**src/rtl/fetch_queue.sv**
```systemverilog
// Instruction fetch front-end: sequential PC generation, credit-limited imem requests,
// DEPTH-entry response FIFO, redirect flush and halt detection. Optional macro: FETCH_BYPASS_EN.
module fetch_queue #(
    parameter int unsigned DEPTH     = 4,
    parameter logic [31:0] RESET_PC  = 32'h0000_0000,
    parameter logic [31:0] HALT_WORD = 32'h0000_0073
) (
    input  logic        clk,
    input  logic        rst,
    output logic        imem_req,
    output logic [31:0] imem_addr,
    input  logic        imem_ready,
    input  logic        imem_rvalid,
    input  logic [31:0] imem_rdata,
    input  logic        redirect_valid,
    input  logic [31:0] redirect_pc,
    output logic        dec_valid,
    output logic [31:0] dec_instr,
    output logic [31:0] dec_pc,
    input  logic        dec_ready,
    output logic        halt
);

    localparam int unsigned CW = $clog2(DEPTH + 1);
    localparam int unsigned PW = (DEPTH > 1) ? $clog2(DEPTH) : 1;
    localparam int unsigned SW = CW + 1;

    typedef struct packed {
        logic [31:0] instr;
        logic [31:0] pc;
    } entry_t;

    entry_t        r_mem [DEPTH];
    logic [PW-1:0] r_wptr;
    logic [PW-1:0] r_rptr;
    logic [CW-1:0] r_occ;
    logic [CW-1:0] r_outst;
    logic [CW-1:0] r_drop_cnt;
    logic [31:0]   r_fetch_pc;
    logic [31:0]   r_resp_pc;
    logic          r_fetch_stop;
    logic          r_halt;

    logic [PW-1:0] w_wptr_nxt;
    logic [PW-1:0] w_rptr_nxt;
    logic [CW-1:0] w_occ_nxt;
    logic [CW-1:0] w_outst_nxt;
    logic [CW-1:0] w_drop_nxt;
    logic [31:0]   w_fetch_pc_nxt;
    logic [31:0]   w_resp_pc_nxt;
    logic          w_fetch_stop_nxt;
    logic          w_halt_nxt;

    logic [SW-1:0] w_inflight;
    logic          w_credit;
    logic          w_req_fire;
    logic          w_rsp_acc;
    logic          w_rsp_keep;
    logic          w_bypass;
    logic          w_push;
    logic          w_pop;
    logic          w_consume;
    logic [31:0]   w_redirect_pc;
    entry_t        w_head;
    logic          w_unused;

    // Credit rule: FIFO entries plus in-flight requests never exceed DEPTH
    assign w_inflight    = SW'(r_occ) + SW'(r_outst);
    assign w_credit      = w_inflight < SW'(DEPTH);
    assign w_redirect_pc = {redirect_pc[31:2], 2'b00};
    assign w_unused      = ^redirect_pc[1:0];

    assign imem_req   = !rst && !r_fetch_stop && !redirect_valid && w_credit;
    assign imem_addr  = r_fetch_pc;
    assign w_req_fire = imem_req && imem_ready;

    // A response with nothing outstanding is a protocol error and is ignored
    assign w_rsp_acc  = imem_rvalid && (r_outst != '0);
    assign w_rsp_keep = w_rsp_acc && (r_drop_cnt == '0);

`ifdef FETCH_BYPASS_EN
    assign w_bypass = (r_occ == '0) && w_rsp_keep && !redirect_valid;
`else
    assign w_bypass = 1'b0;
`endif

    assign w_head    = r_mem[r_rptr];
    assign dec_valid = ((r_occ != '0) || w_bypass) && !redirect_valid;
    assign dec_instr = w_bypass ? imem_rdata : w_head.instr;
    assign dec_pc    = w_bypass ? r_resp_pc  : w_head.pc;
    assign halt      = r_halt;

    assign w_consume = dec_valid && dec_ready;
    assign w_pop     = w_consume && !w_bypass;
    assign w_push    = w_rsp_keep && !redirect_valid && !(w_bypass && dec_ready);

    // Next-state for pointers, counters and status flags
    always_comb begin
        w_wptr_nxt       = r_wptr;
        w_rptr_nxt       = r_rptr;
        w_occ_nxt        = r_occ;
        w_outst_nxt      = r_outst - CW'(w_rsp_acc);
        w_drop_nxt       = r_drop_cnt;
        w_fetch_pc_nxt   = r_fetch_pc;
        w_resp_pc_nxt    = r_resp_pc;
        w_fetch_stop_nxt = r_fetch_stop;
        w_halt_nxt       = r_halt;

        if (redirect_valid) begin
            // outst already counts responses pending discard, so it alone covers everything in flight
            w_wptr_nxt       = '0;
            w_rptr_nxt       = '0;
            w_occ_nxt        = '0;
            w_drop_nxt       = r_outst - CW'(w_rsp_acc);
            w_fetch_pc_nxt   = w_redirect_pc;
            w_resp_pc_nxt    = w_redirect_pc;
            w_fetch_stop_nxt = 1'b0;
            w_halt_nxt       = 1'b0;
        end else begin
            w_outst_nxt = r_outst + CW'(w_req_fire) - CW'(w_rsp_acc);
            if (w_req_fire) begin
                w_fetch_pc_nxt = r_fetch_pc + 32'd4;
            end
            if (w_rsp_acc && (r_drop_cnt != '0)) begin
                w_drop_nxt = r_drop_cnt - CW'(1);
            end
            if (w_rsp_keep) begin
                w_resp_pc_nxt = r_resp_pc + 32'd4;
                if (imem_rdata == HALT_WORD) begin
                    w_fetch_stop_nxt = 1'b1;
                end
            end
            if (w_push) begin
                w_wptr_nxt = r_wptr + PW'(1);
            end
            if (w_pop) begin
                w_rptr_nxt = r_rptr + PW'(1);
            end
            w_occ_nxt = r_occ + CW'(w_push) - CW'(w_pop);
            if (w_consume && (dec_instr == HALT_WORD)) begin
                w_halt_nxt = 1'b1;
            end
        end
    end

    always_ff @(posedge clk) begin
        if (rst) begin
            r_wptr       <= '0;
            r_rptr       <= '0;
            r_occ        <= '0;
            r_outst      <= '0;
            r_drop_cnt   <= '0;
            r_fetch_pc   <= RESET_PC;
            r_resp_pc    <= RESET_PC;
            r_fetch_stop <= 1'b0;
            r_halt       <= 1'b0;
        end else begin
            r_wptr       <= w_wptr_nxt;
            r_rptr       <= w_rptr_nxt;
            r_occ        <= w_occ_nxt;
            r_outst      <= w_outst_nxt;
            r_drop_cnt   <= w_drop_nxt;
            r_fetch_pc   <= w_fetch_pc_nxt;
            r_resp_pc    <= w_resp_pc_nxt;
            r_fetch_stop <= w_fetch_stop_nxt;
            r_halt       <= w_halt_nxt;
        end
    end

    // Storage is cleared on reset so the idle head presents zeros to decode
    always_ff @(posedge clk) begin
        if (rst) begin
            for (int i = 0; i < int'(DEPTH); i++) begin
                r_mem[i] <= '0;
            end
        end else if (w_push) begin
            r_mem[r_wptr] <= {imem_rdata, r_resp_pc};
        end
    end

endmodule

```
**config.mk**
```make
export PLATFORM = sky130hd
export DESIGN_NAME = fetch_queue
export DESIGN_NICKNAME = d
export VERILOG_FILES = /design/src/rtl/fetch_queue.sv
export SDC_FILE = /design/constraint.sdc
export NUM_CORES = 1
export LEC_CHECK = 0
export BUFFER_PORTS_ARGS = -buffer_cell sky130_fd_sc_hd__buf_2
export CAP_MARGIN = 30
export CORE_MARGIN = 5
export CORE_UTILIZATION = 40
export CTS_BUF_LIST = sky130_fd_sc_hd__clkbuf_8
export DETAILED_ROUTE_END_ITERATION = 8
export SLEW_MARGIN = 15
export SYNTH_ARGS = -nofsm -noshare
export SYNTH_HDL_FRONTEND = slang
export SYNTH_SLANG_ARGS = --single-unit
```
**constraint.sdc**
```tcl
create_clock -name clk -period 8.6 [get_ports clk]
set_clock_uncertainty 0.05 [all_clocks]
set_input_delay 0.43 -clock clk [delete_from_list [all_inputs] [get_ports clk]]
set_output_delay 0.43 -clock clk [all_outputs]
set_load 0.02 [all_outputs]
```
==> results of run 1 <==
logic make-up (layout without fill, tap and decap cells):
group	count (synthesis)	after routing	share of synthesized area (%)
AO/OA/AOI/OAI	135	135	6.17
adder cells (fa/ha/maj)	14	14	1.28
flip-flops	325	325	60.3
buffers and inverters	172	370	4.67
other	1	4	0.0251
XOR/XNOR	34	34	2.00
multiplexers	64	64	9.51
AND/OR/NAND/NOR	488	488	16.1
state kept, by name, summed over array words and instances, names as in the netlist, named ones only:
signal,cells
r_drop_cnt,3
halt,1
r_outst,3
r_mem,248
r_resp_pc,30
r_rptr,2
imem_addr,30
r_occ,3
r_wptr,2
r_fetch_stop,1
critical path, cell delays in order, from the launching register on:
cell,delay [ns]
dfxtp_1,0.42
ha_1,0.27
nor4_1,0.71
and3_1,0.77
inv_1,0.60
ha_1,0.46
inv_1,0.04
ha_1,0.18
fa_1,0.39
xor2_1,0.16
o21ai_0,0.20
xnor2_1,0.15
nor2_1,0.06
cell usage after synthesis (3+ instances only):
cell       count  area share (%)
a211oi_1      14            0.70
a21boi_0      11            0.55
a21oi_1       24            0.81
a2bb2oi_1      3            0.18
a31oi_1       23            0.96
a32oi_1        3            0.18
and2_1        63             2.6
and3_1        10            0.42
and4_1         9            0.53
buf_1          3           0.076
buf_2         15            0.50
buf_4          6            0.30
clkbuf_1      53             1.3
dfxtp_1       77              10
edfxtp_1     248              50
ha_1          12             1.0
inv_1         93             2.3
mux4_2        62             9.4
nand2_1      110             2.8
nand2b_1       4            0.17
nand3_1       18            0.60
nand4_1       23            0.96
nor2_1       169             4.3
nor3_1        27            0.91
nor4_1        20            0.84
nor4b_1        4            0.23
o211ai_1       6            0.30
o21a_1         4            0.20
o21ai_0       20            0.67
o21bai_1       6            0.30
o31a_1         4            0.23
o31ai_1        3            0.15
or3_1         12            0.50
or4_1          4            0.20
xnor2_1       21             1.2
xor2_1        13            0.76
metal layers:
metal | up-vias | wire length, um | track usage, %
met5 | - | 13 | 0
met4 | 2 | 724 | 4.63
met3 | 59 | 2440 | 3.00
met2 | 353 | 18000 | 29.9
met1 | 5092 | 16800 | 25.6
li1 | 4799 | - | -
worst max path at each step:
stage	start	to	slack (ns)	cells after the start
3_3_place_gp	rst	r_outst[2]$_SDFF_PP0_	4.11	13
3_5_place_dp	rst	r_outst[2]$_SDFF_PP0_	4.09	13
6_report	r_outst[2]$_SDFF_PP0_	r_outst[2]$_SDFF_PP0_	4.01	12
4_1_cts	r_outst[2]$_SDFF_PP0_	r_outst[2]$_SDFF_PP0_	4.09	12
5_1_grt	r_outst[2]$_SDFF_PP0_	r_outst[2]$_SDFF_PP0_	3.71	12
2_1_floorplan	redirect_valid	r_mem[1][10]$_SDFFCE_PN0P_	4.04	5
where the power goes:
part,internal (mW),total (mW),switching [mW]
Clock,0.637,1.24,0.602
Sequential,1.78,1.84,0.0604
Combinational,0.150,0.425,0.275
final cells by class:
type / instances / area share, %
multi-input combinational: 739 / 30.8
sequential: 325 / 52.6
clock buffer: 57 / 4.58
timing repair buffer: 178 / 5.46
clock inverter: 42 / 1.11
inverter: 93 / 2.04
tap: 468 / 3.42
==> flow_metrics.py, run 1 <==
metrics = {
    "logic_synthesis": {
        "ys_seq_area_share_pct": 60.3,
        "yosysUniqueCellTypes": 63,
        "synthArstFlopShare_pct": 0,
        "synth_edf_count": 248,
        "ys_warn_count": 0,
        "netlist_area_mm2": 0.0149,
        "ys.flop_type": "edfxtp_1",
        "ys_ff_latch": 325,
        "synthCells": 1233,
        "syn_area_per_cell_um2": 12.1,
    },
    "global_routing": {
        "grt_max_degree": 65,
        "grt_pass1_wl_um": 59400,
        "grt_pass1_vias": 10500,
        "grt_antenna_before_repair": 1,
        "track_usage_pct": 18.3,
        "overflow": 0,
    },
    "place": {
        "dpl.hpwl_um": 23400,
        "placedCellCount": 1802,
        "gp_congestion": 0.846,
        "port_buffers": 162,
        "place_area_mm2": 0.0161,
        "place_ws_ns": 4.09,
    },
    "final_layout": {
        "layout_common_cells": "edfxtp_1 (248), nor2_1 (169), buf_2 (162), inv_1 (122), nand2_1 (110)",
        "seq_area_mm2": 0.00899,
        "final_common_cell": "edfxtp_1",
        "nNetsFinal": 1475,
        "postLayoutCellArea_mm2": 0.0171,
        "multi_input_area_mm2": 0.00528,
        "utilization_pct": 46.6,
        "drive_above_1_share_pct": 22.2,
        "diodes": 0,
        "syn2layout_area_growth_pct": 14.8,
        "fillCellCount": 3391,
        "fin_cells": 1902,
    },
    "sta": {
        "finalHoldWorstSlack_ns": 0.0849,
        "hold_violations": 0,
        "final_max_slew_viol_count": 0,
        "final.setup.tns_ns": 0,
        "fin_ws_ns": 4.01,
        "finalCritPeriodShare_pct": 53.4,
        "tightest_slew_ns": 0.933,
        "relSlewSlack_pct": 37.6,
        "final_period_minus_worst_setup_slack_ns": 4.59,
        "setup_violations": 0,
        "rsz0062_at_grt": "false",
        "max_freq_mhz": 218,
    },
    "setup_path": {
        "rrSetupSlack_ns": 4.01,
        "reg2reg_from": "r_outst[2]$_SDFF_PP0_",
        "r2r_end": "r_outst[2]$_SDFF_PP0_",
        "worstPathArrival_ns": 4.96,
        "rr_worst_depth": 12,
        "crit_fanout": 25,
        "critical_path_required_ns": 8.97,
        "critPathKind": "register to register",
        "crit_path_end_kind": "register",
        "start_kind": "register",
    },
    "routing": {
        "viasPerCell": 5.42,
        "dr_total_vias": 10300,
        "routed_wl_um": 38000,
        "wl_per_cell_um": 20.0,
        "ant_nets": 0,
        "firstDrtPassIters": 5,
        "drc_errors": 0,
        "first_iter_violations": 579,
    },
    "clock_tree": {
        "clkSinkCount": 325,
        "htree_levels": 2,
        "cts_root_buf": "clkbuf_8",
        "clkTransAtPathRegs_ns": 0.06,
        "post_cts_resized": 0,
        "cts_tree": "built",
        "numCtsBuffers": 54,
        "clkLatencyLatePin_ns": 0.59,
        "cts_setup_buffers": 0,
        "cts_hold_buf": 0,
        "clock_path_buffers": 3,
    },
    "power": {
        "total_power_mw": 3.51,
        "power_leakage_nw": 6.68,
        "powerDensity_mw_per_mm2": 205,
        "vdd_ir_drop_max_v": 0.0000880,
    },
    "hold_path": {
        "hold_class": "input port to register",
        "holdPathStages": 3,
        "hold_path_startpoint": "redirect_pc[15]",
        "hold_end": "imem_addr[15]$_SDFFE_PP0P_",
    },
    "floorplanning": {
        "dieArea_mm2": 0.0412,
        "die_y_um": 203,
        "pin_count": 169,
        "die_x_um": 203,
        "coreArea_mm2": 0.0367,
        "start_util_pct": 40.6,
        "num_rows": 70,
    },
    "run_status": {
        "status": "finished clean",
    },
    "run": {
        "max-cap-violations": 0,
    },
}
(Power assumes the default switching activity.)
==> run 2, diff against run 1 <==
==> constraint.sdc (replaced) <==
create_clock -name clk -period 4.4 [get_ports clk]
set_clock_uncertainty 0.05 [all_clocks]
set_input_delay 0.22 -clock clk [delete_from_list [all_inputs] [get_ports clk]]
set_output_delay 0.22 -clock clk [all_outputs]
set_load 0.02 [all_outputs]
==> run 2 against run 1 <==
Compared with the run above: sequential share of layout area down 2.6 points; count of clock-buffer cells in the layout rose by 9; critical path depth did not move; non-clock buffer count grew 70; hold slack got worse by 0.020 ns; global-route usage increased by 0.12 points; clock power increased by 130%.
==> flow_metrics.py, run 2 (synthesis gave the netlist of run 1 again) <==
metrics = {
    "run_status": {
        "status": "finished clean",
    },
    "clock_tree": {
        "cts_tree": "built",
        "htree_levels": 2,
        "numCtsBuffers": 57,
        "clock_path_buffers": 3,
        "cts_hold_buf": 61,
        "clkSinkCount": 325,
        "clkTransAtPathRegs_ns": 0.06,
        "cts_root_buf": "clkbuf_8",
        "cts_setup_buffers": 0,
        "clkLatencyLatePin_ns": 0.59,
        "post_cts_resized": 0,
    },
    "place": {
        "place_ws_ns": 0.985,
        "dpl.hpwl_um": 23900,
        "gp_congestion": 0.864,
        "place_area_mm2": 0.0162,
        "port_buffers": 162,
    },
    "hold_path": {
        "hold_class": "input port to register",
        "holdPathStages": 4,
        "hold_path_startpoint": "redirect_pc[22]",
        "hold_end": "imem_addr[22]$_SDFFE_PP0P_",
    },
    "sta": {
        "setup_violations": 0,
        "finalCritPeriodShare_pct": 78.3,
        "fin_ws_ns": 0.953,
        "final_period_minus_worst_setup_slack_ns": 3.45,
        "final.setup.tns_ns": 0,
        "max_freq_mhz": 290,
        "hold_violations": 0,
        "tightest_slew_ns": 1.02,
        "rsz0062_at_grt": "false",
        "finalHoldWorstSlack_ns": 0.0645,
        "final_max_slew_viol_count": 0,
        "relSlewSlack_pct": 31.9,
    },
    "floorplanning": {
        "coreArea_mm2": 0.0367,
        "start_util_pct": 40.6,
        "die_x_um": 203,
        "die_y_um": 203,
        "dieArea_mm2": 0.0412,
        "num_rows": 70,
        "pin_count": 169,
    },
    "power": {
        "power_leakage_nw": 7.05,
        "powerDensity_mw_per_mm2": 404,
        "vdd_ir_drop_max_v": 0.000200,
    },
    "setup_path": {
        "worstPathArrival_ns": 3.86,
        "r2r_end": "r_outst[2]$_SDFF_PP0_",
        "rrSetupSlack_ns": 0.95,
        "rr_worst_depth": 12,
        "crit_fanout": 25,
        "reg2reg_from": "r_outst[1]$_SDFF_PP0_",
        "start_kind": "register",
        "crit_path_end_kind": "register",
        "critical_path_required_ns": 4.81,
        "critPathKind": "register to register",
        "worstSetupStartpoint": "r_outst[1]$_SDFF_PP0_",
    },
    "global_routing": {
        "grt_pass1_vias": 10800,
        "grt_antenna_before_repair": 1,
        "grt_pass1_wl_um": 60200,
        "track_usage_pct": 18.4,
        "grt_max_degree": 63,
        "overflow": 0,
    },
    "routing": {
        "first_iter_violations": 612,
        "viasPerCell": 5.32,
        "dr_total_vias": 10500,
        "drc_errors": 0,
        "wl_per_cell_um": 19.5,
        "ant_nets": 0,
        "routed_wl_um": 38500,
        "firstDrtPassIters": 5,
    },
    "final_layout": {
        "drive_above_1_share_pct": 22.8,
        "final_common_cell": "edfxtp_1",
        "largest_register": "r_mem",
        "nNetsFinal": 1548,
        "syn2layout_area_growth_pct": 20.7,
        "postLayoutCellArea_mm2": 0.0180,
        "layout_common_cells": "edfxtp_1 (248), nor2_1 (169), buf_2 (162), inv_1 (112), nand2_1 (110)",
        "largest_reg_flops": 248,
        "utilization_pct": 49.1,
        "diodes": 0,
    },
    "run": {
        "max-cap-violations": 0,
    },
}
## run 2: worst max-delay path by stage
stage / cells after the start / endpoint
after CTS: 12 / r_outst[2]$_SDFF_PP0_
after global routing: 13 / r_outst[2]$_SDFF_PP0_
after detailed placement: 12 / r_outst[2]$_SDFF_PP0_
after floorplan: 6 / r_mem[1][10]$_SDFFCE_PN0P_
final: 12 / r_outst[2]$_SDFF_PP0_
after global placement: 13 / r_outst[2]$_SDFF_PP0_
## run 2: area by class of cell
type,instances,area (um^2)
clock inverters,40,251
flip-flops and latches,325,8990
clock buffers,66,908
inverters,93,349
multi-input cells,739,5280
well taps,468,586
fillers,3250,18700
repair buffers,248,1640
## run 2: layer usage
layer / share of wire (%) / routed length, um / global-route usage [%]
met1: 45 / 17400 / 25.6
met2: 47 / 18000 / 30.1
met3: 6.0 / 2300 / 3.11
met4: 2.3 / 895 / 4.96
met5: 0.052 / 20 / 0
## run 2: power breakdown
| part | leakage, nW | total, mW | switching (mW) | internal (mW) |
|---|---|---|---|---|
| Combinational | 3.18 | 0.887 | 0.548 | 0.339 |
| Sequential | 3.20 | 3.61 | 0.120 | 3.49 |
| Clock | 0.666 | 2.79 | 1.24 | 1.54 |
| Total | 7.05 | 7.28 | 1.91 | 5.37 |
## run 2: metrics by stage
step,power (mW),std cells
5_1_grt,7.61,1979
6_report,7.28,1979
4_1_cts,7.37,1978
3_3_place_gp,4.50,1811
3_5_place_dp,4.52,1811
2_1_floorplan,4.20,1236
## run 2: worst max-delay path: stages, from the launching register on
cell and delay, ns:
dfxtp_1 0.41, ha_1 0.27, a311oi_2 0.41, and3_1 0.25
inv_1 0.35, ha_1 0.44, inv_1 0.04, ha_1 0.18
fa_1 0.38, xor2_1 0.15, o21ai_0 0.19, xnor2_1 0.14
nor2_1 0.05
==> run 3, diff against run 2 <==
==> constraint.sdc (replaced) <==
create_clock -name clk -period 2.8 [get_ports clk]
set_clock_uncertainty 0.05 [all_clocks]
set_input_delay 0.14 -clock clk [delete_from_list [all_inputs] [get_ports clk]]
set_output_delay 0.14 -clock clk [all_outputs]
set_load 0.02 [all_outputs]
==> run 3 against run 2 <==
Compared with the run above: clock power grew 46%; sequential power rose by 57%; fmax grew 30%; combinational power increased by 67%; sequential share of layout area down 0.42 points; design area increased by 0.90%; global-route usage increased by 0.14 points; non-clock buffer count increased by 26; via count increased by 1.2%; critical endpoint unchanged; largest cell class unchanged; largest power group unchanged.
==> flow_metrics.py, run 3 (synthesis gave the netlist of run 1 again) <==
metrics = {
    "clock_tree": {
        "clock_path_buffers": 3,
        "numCtsBuffers": 55,
        "cts_tree": "built",
        "clkSinkCount": 325,
        "clkTransAtPathRegs_ns": 0.06,
        "cts_root_buf": "clkbuf_8",
        "clkLatencyLatePin_ns": 0.60,
        "htree_levels": 2,
    },
    "final_layout": {
        "layout_common_cells": "edfxtp_1 (248), nor2_1 (169), buf_2 (162), inv_1 (117), nand2_1 (110)",
        "utilization_pct": 49.5,
        "largest_reg_flops": 248,
        "nNetsFinal": 1572,
        "syn2layout_area_growth_pct": 21.8,
        "drive_above_1_share_pct": 23.9,
        "diodes": 0,
        "multi_input_area_mm2": 0.00528,
        "fillCellCount": 3238,
        "seq_area_mm2": 0.00900,
        "largest_register": "r_mem",
        "final_common_cell": "edfxtp_1",
    },
    "floorplanning": {
        "num_rows": 70,
        "die_x_um": 203,
        "pin_count": 169,
        "coreArea_mm2": 0.0367,
        "dieArea_mm2": 0.0412,
        "start_util_pct": 40.6,
        "die_y_um": 203,
    },
    "setup_path": {
        "critical_path_required_ns": 3.21,
        "worstPathArrival_ns": 3.06,
        "start_kind": "register",
        "rrSetupSlack_ns": 0.15,
        "crit_path_end_kind": "register",
        "crit_fanout": 2,
        "critPathKind": "register to register",
    },
    "place": {
        "dpl.hpwl_um": 24900,
        "gp_congestion": 0.861,
        "port_buffers": 162,
    },
    "routing": {
        "first_iter_violations": 568,
        "firstDrtPassIters": 4,
        "viasPerCell": 5.33,
        "dr_total_vias": 10700,
        "drc_errors": 0,
        "wl_per_cell_um": 19.4,
        "ant_nets": 0,
        "routed_wl_um": 38900,
    },
    "global_routing": {
        "grt_pass1_vias": 10800,
        "overflow": 0,
        "grt_antenna_before_repair": 0,
        "track_usage_pct": 18.5,
        "grt_max_degree": 63,
        "grt_pass1_wl_um": 60800,
    },
    "hold_path": {
        "hold_class": "input port to register",
    },
    "power": {
        "total_power_mw": 11.2,
        "power_leakage_nw": 7.17,
        "powerDensity_mw_per_mm2": 616,
        "vdd_ir_drop_max_v": 0.000297,
    },
    "sta": {
        "relSlewSlack_pct": 52.4,
        "tightest_slew_ns": 0.714,
        "setup_violations": 0,
        "finalCritPeriodShare_pct": 94.6,
        "final_max_slew_viol_count": 0,
        "max_freq_mhz": 377,
        "hold_violations": 0,
        "final_period_minus_worst_setup_slack_ns": 2.65,
        "rsz0062_at_grt": "false",
    },
    "run_status": {
        "status": "finished clean",
    },
    "run": {
        "max-cap-violations": 0,
    },
}
==> run 3: cell count changes in the layout (fill, tap and decap cells not counted), moves of 3 or more <==
cell,before,now
buf_12,1,6
inv_1,112,117
buf_4,23,42
clkinv_2,6,3
==> run 3: what timing repair did <==
item,4_1_cts,5_1_grt
setup buffers,2,1
pin swaps,0,5
gates resized for setup,2,6
endpoints found under the hold margin,192,0
gates cloned,0,0
hold buffers,63,0
endpoints found under the setup margin,19,2
==> run 3: area by class of cell <==
type / instances / share of cell area, %
repair buffers: 274 / 10.4
flip-flops and latches: 325 / 49.5
clock buffers: 64 / 4.85
well taps: 468 / 3.22
clock inverters: 38 / 0.999
inverters: 93 / 1.92
multi-input cells: 739 / 29.1
==> run 3: final timing paths <==
kind	start	to	depth (start not counted)
worst min-delay path	imem_rvalid	r_drop_cnt[0]$_SDFFE_PP0P_	4
worst min register to register	halt$_SDFFE_PP0P_	halt$_SDFFE_PP0P_	2
worst max register to register	r_outst[1]$_SDFF_PP0_	r_outst[2]$_SDFF_PP0_	12
worst max-delay path	r_outst[1]$_SDFF_PP0_	r_outst[2]$_SDFF_PP0_	12
==> run 3: worst max-delay path, stage by stage (launching register included) <==
cell      delay, ns
dfxtp_1        0.31
ha_1           0.30
a311oi_2       0.31
and3_1         0.21
inv_1          0.06
ha_1           0.26
inv_1          0.04
ha_2           0.16
fa_2           0.33
xor2_1         0.14
o21ai_1        0.16
xnor2_1        0.13
nor2_1         0.05
==> run 3: per-layer routing <==
layer | wire (um) | global-route usage (%)
met1 | 16800 | 25.4
met2 | 19100 | 31.1
met3 | 2570 | 3.55
met4 | 488 | 3.90
met5 | 0 | 0
==> run 3: per-stage QoR <==
step	setup WS [ns]	cells	hold WS, ns	TNS, ns	cell area (um^2)
floorplan	-0.345	1236	0.238	-42.84	14900
global placement	0.0853	1833	0.379	0	16400
detailed placement	0.0210	1833	0.389	0	16400
CTS	0.0000753	2000	0.0445	0	18100
global route	0.00599	2001	0.122	0	18200
finish	0.151	2001	0.0812	0	18200
==> run 3: power by group <==
group	switching (mW)	total (mW)	internal (mW)
sequential	0.175	5.65	5.48
combinational	0.893	1.48	0.592
clock	1.90	4.06	2.16
total	2.96	11.2	8.23
